===== src/rtl/reset_sequencer.sv =====
// reset_sequencer: staggered open-drain reset generator with run-time tick counter.
//
// After reset (or a restart request) every channel's drive-low enable is asserted for at
// least PULSE_CYCLES clocks, then the channels are released one by one in ascending index
// order, GAP_CYCLES clocks apart. Once the last channel is released the block counts run
// ticks and, when LIMIT is non-zero, stops in a sticky DONE state after LIMIT ticks.
//
// Ports
//   _C1         in   system clock, rising edge
//   reset       in   synchronous active-high reset, highest priority
//   req         in   restart request, sampled every clock
//   hold        in   freezes the pulse counter while in ASSERT
//   rst_oe      out  per-channel drive-low enable (1 = pull the external reset line low)
//   busy        out  high in ASSERT or RELEASE
//   ticks       out  clocks spent in RUN since the last release
//   done        out  sticky, high in DONE
//   done_pulse  out  one-cycle strobe on entry to DONE
module reset_sequencer #(
    parameter int unsigned N_CH         = 2,
    parameter int unsigned PULSE_CYCLES = 16,
    parameter int unsigned GAP_CYCLES   = 4,
    parameter int unsigned TICK_W       = 32,
    parameter int unsigned LIMIT        = 1000
) (
    input  logic              _C1,
    input  logic              reset,
    input  logic              req,
    input  logic              hold,
    output logic [N_CH-1:0]   rst_oe,
    output logic              busy,
    output logic [TICK_W-1:0] ticks,
    output logic              done,
    output logic              done_pulse
);

    localparam int unsigned PulseW = (PULSE_CYCLES > 1) ? $clog2(PULSE_CYCLES) : 1;
    localparam int unsigned GapW   = (GAP_CYCLES > 1) ? $clog2(GAP_CYCLES) : 1;

    localparam logic [PulseW-1:0] PulseLast = PulseW'(PULSE_CYCLES - 1);
    localparam logic [GapW-1:0]   GapLast   = GapW'(GAP_CYCLES - 1);

    // Channels are released by shifting zeros in from bit 0, so the vector holding only
    // its top bit means the next release is the final one.
    localparam logic [N_CH-1:0] OeOne  = N_CH'(1);
    localparam logic [N_CH-1:0] OeLast = OeOne << (N_CH - 1);

    localparam logic [TICK_W-1:0] TickLimit  = TICK_W'(LIMIT);
    localparam logic [TICK_W-1:0] TickPenult = TICK_W'(LIMIT - 1);

    typedef enum logic [1:0] {
        StAssert,
        StRelease,
        StRun,
        StDone
    } state_e;

    state_e              state_q;
    logic [PulseW-1:0]   pulse_q;
    logic [GapW-1:0]     gap_q;
    logic [N_CH-1:0]     rst_oe_q;
    logic                busy_q;
    logic [TICK_W-1:0]   ticks_q;
    logic                done_q;
    logic                done_pulse_q;

    always_ff @(posedge _C1) begin
        if (reset || req) begin
            // Reset and restart share one effect; a restart also pre-empts any release or
            // DONE entry that would otherwise happen on this edge.
            state_q      <= StAssert;
            pulse_q      <= '0;
            gap_q        <= '0;
            rst_oe_q     <= '1;
            busy_q       <= 1'b1;
            ticks_q      <= '0;
            done_q       <= 1'b0;
            done_pulse_q <= 1'b0;
        end else begin
            done_pulse_q <= 1'b0;
            unique case (state_q)
                StAssert: begin
                    if (!hold) begin
                        if (pulse_q == PulseLast) begin
                            pulse_q  <= '0;
                            gap_q    <= '0;
                            rst_oe_q <= rst_oe_q << 1;
                            if (N_CH == 1) begin
                                state_q <= StRun;
                                busy_q  <= 1'b0;
                            end else begin
                                state_q <= StRelease;
                            end
                        end else begin
                            pulse_q <= pulse_q + 1'b1;
                        end
                    end
                end
                StRelease: begin
                    if (gap_q == GapLast) begin
                        gap_q    <= '0;
                        rst_oe_q <= rst_oe_q << 1;
                        if (rst_oe_q == OeLast) begin
                            state_q <= StRun;
                            busy_q  <= 1'b0;
                        end
                    end else begin
                        gap_q <= gap_q + 1'b1;
                    end
                end
                StRun: begin
                    if ((LIMIT != 0) && (ticks_q == TickPenult)) begin
                        ticks_q      <= TickLimit;
                        state_q      <= StDone;
                        done_q       <= 1'b1;
                        done_pulse_q <= 1'b1;
                    end else begin
                        ticks_q <= ticks_q + 1'b1;
                    end
                end
                StDone: begin
                    // Terminal until reset or req.
                end
                default: begin
                    state_q <= StAssert;
                end
            endcase
        end
    end

    assign rst_oe     = rst_oe_q;
    assign busy       = busy_q;
    assign ticks      = ticks_q;
    assign done       = done_q;
    assign done_pulse = done_pulse_q;

endmodule

===== config.mk =====
export PLATFORM = sky130hd
export DESIGN_NAME = reset_sequencer
export DESIGN_NICKNAME = d
export VERILOG_FILES = /design/src/rtl/reset_sequencer.sv
export SDC_FILE = /design/constraint.sdc
export NUM_CORES = 1
export LEC_CHECK = 0
export ABC_AREA = 1
export BUFFER_PORTS_ARGS = -buffer_cell sky130_fd_sc_hd__buf_2
export CAP_MARGIN = 20
export CORE_ASPECT_RATIO = 0.7
export CORE_UTILIZATION = 56
export CTS_CLUSTER_DIAMETER = 60
export CTS_CLUSTER_SIZE = 8
export DETAILED_ROUTE_END_ITERATION = 10
export PLACE_DENSITY_LB_ADDON = 0.12
export REMOVE_ABC_BUFFERS = 1
export SETUP_SLACK_MARGIN = 0.3
export SKIP_LAST_GASP = 1
export SYNTH_ARGS = -nofsm -noshare
export SYNTH_HDL_FRONTEND = slang
export SYNTH_SLANG_ARGS = --single-unit

===== constraint.sdc =====
create_clock -name _C1 -period 1.7 [get_ports _C1]
set_input_delay 0.085 -clock _C1 [delete_from_list [all_inputs] [get_ports _C1]]
set_output_delay 0.085 -clock _C1 [all_outputs]
set_load 0.02 [all_outputs]

==> reports/summary.txt <==
outcome = completed
PnR Total Power = 1.84 mW
initial antenna violation count = 0
final slew viol count = 0
mapped cell area = 0.00250 mm²
HPWL after DPL = 5.26 mm
number of synthesized register bits = 45
Antenna Nets Post-Route = 0
drt pass-1 iters = 6
chip height = 57.9 µm
Final Hold Fails = 0
largest net degree at the start of global routing = 18
CTS tree = built
die footprint = 0.00474 mm²
Iter 0 DRT Violations = 431
initial core utilization = 61.2%
Net Sw Power = 0.445 mW
critical path endpoint category = register
Max clock buf depth = 2
sequential-to-total area share from yosys stat = 36.0%
sequential standard cell area = 961 µm²
Multi-input gate area = 0.00182 mm²
commonest non-fill, non-tap cells in the layout = nand2_1, nor2_1, buf_2
Distinct cells, synth = 27
crit path kind = register to register
Pint = 1.39 mW
global-route wire length before repair = 11.8 mm
Sw Share = 24.2%
syn_area_per_cell = 6.43 µm²
Ant. Diodes = 0
TNS Setup = 0 ns
YS warnings = 0
Core Util, Final = 88.0%
GR Overflow Total = 0
Routed WL = 9.85 mm
GPL Wtd Cong = 1.01
pwr dens = 511 mW/mm²
FP Rows = 19
drc violations = 0
Max H-tree Level = 2
nets = 477
Slew HR = 57.0%
ratio of cells with drive above 1 in the final layout = 45.7%
Synth Instances = 389
dpl cells = 488
fin crit share = 94.3%
CTS buffer count = 5
clock slew at reported path FFs = 0.10 ns
Top Ports = 41
CP Max Fanout = 5
Wirelength per Cell = 19.0 µm
Setup WS pre-CTS = 0.0485 ns
fmax = 0.623 GHz
setup ws final = 0.0961 ns
vias in the first global route = 2,419
area grow syn2layout = 43.7%
total routing usage reported by global routing = 33.4%
CP required = 1.88 ns
clock sinks = 45
Root Driver = clkbuf_8
number of port buffers = 40
Clock power frac = 39.9%
part of the power in registers = 56.8%
CP arrival = 1.78 ns
Via Count = 3,256
Leak = 1.48 nW
fin cells = 518
Setup violations, final = 0
Worst-Skew Late Latency = 0.32 ns
RSZ-0062 raised after global routing = yes
MaxCap Viol Count = 0
core area = 0.00409 mm²
Startpoint Class = register
FILL cells = 201
minimum clock period after layout = 1.60 ns
Worst-Margin Slew = 0.640 ns
Die X = 81.9 µm
combinational share of power = 3.3%
Tightest Hold Check Type = input pin to register
most common cell after layout, fill and taps aside = nand2_1
Fin Clk Skew = 0.0243 ns
Max VDD drop = 0.590 mV
Via-to-Cell Ratio = 6.29
-- per-layer routing --
| metal | GRT usage, % | up-vias | share of wire, % |
|---|---|---|---|
| li1 | - | 1388 | - |
| met1 | 50.3 | 1470 | 37 |
| met2 | 48.4 | 309 | 43 |
| met3 | 6.61 | 89 | 15 |
| met4 | 8.02 | 0 | 5.0 |
| met5 | 0 | - | 0 |
-- flip-flops by register name, summed over array words and instances, names as in the netlist --
register / cells
busy: 1
done: 1
done_pulse: 1
gap_q: 2
pulse_q: 4
rst_oe: 2
state_q: 2
ticks: 32
-- final cells by class --
type | count | share of cell area, %
Multi-Input combinational cell | 293 | 50.6
Tap cell | 52 | 1.81
Clock buffer | 6 | 2.30
Clock inverter | 2 | 0.383
Timing Repair Buffer | 73 | 13.0
Inverter | 47 | 5.25
Sequential cell | 45 | 26.7
-- Yosys cell counts (all sizes together) --
| cell | number | area (µm²) |
|---|---|---|
| clkinv | 1 | 3.75 |
| or2 | 1 | 6.26 |
| nor2 | 83 | 349 |
| nand3 | 27 | 135 |
| a21oi | 18 | 90.1 |
| clkbuf | 2 | 7.51 |
| nand4 | 5 | 31.3 |
| xor2 | 9 | 78.8 |
| nand3b | 1 | 7.51 |
| nor3 | 17 | 90.1 |
| inv | 46 | 173 |
| or3 | 1 | 6.26 |
| and3 | 1 | 6.26 |
| nand2 | 104 | 410 |
| a31oi | 3 | 18.8 |
| dfxtp | 45 | 901 |
| o21ai | 15 | 75.1 |
| buf | 2 | 12.5 |
| ha | 8 | 100 |
-- power by group through the flow --
stage / sequential, mW / clock, mW / combinational, mW
after floorplan: 1.08 / 0 / 0.0239
after global placement: 1.08 / 0 / 0.0427
after detailed placement: 1.08 / 0 / 0.0433
after CTS: 1.05 / 0.706 / 0.0488
after global routing: 1.05 / 0.771 / 0.0635
final: 1.04 / 0.733 / 0.0607
-- critical path, cell delays in order (launching register included) --
cell and delay (ns):
dfxtp_1 0.37, nor3_1 0.33, nand2_1 0.13, nor2_2 0.19
nand2_2 0.12, buf_4 0.15, nand3_1 0.09, a21oi_1 0.08
-- final timing paths --
kind	cells past startpoint	from	endpoint	slack [ns]
worst max-delay path	7	ticks[31]	ticks[1]	0.1
worst max register to register	7	ticks[31]	ticks[1]	0.1
worst min register to register	2	busy	busy	0.47
worst min-delay path	4	reset	ticks[7]	0.11
-- repair_timing --
action                     CTS  global route
pin swaps                   24            31
gates resized for setup     80            91
setup endpoints to repair   39            36
buffers inserted            11            11
hold buffers                 0             0
-- metrics by stage --
stage / area, µm² / hold WS (ns)
floorplan: 2480 / 0.292
global placement: 2830 / 0.402
detailed placement: 2830 / 0.411
CTS: 3240 / 0.0932
global route: 3600 / 0.124
finish: 3600 / 0.105
-- cells by family after synthesis --
logic type	after synthesis	share of synthesized area, %
compound gates	36	7.35
buf+inv	51	7.85
flops	45	36.0
simple gates	240	41.7
xor+xnor	9	3.15
fa+ha+maj	8	4.00
No activity file was read; power rests on OpenSTA's default activity.
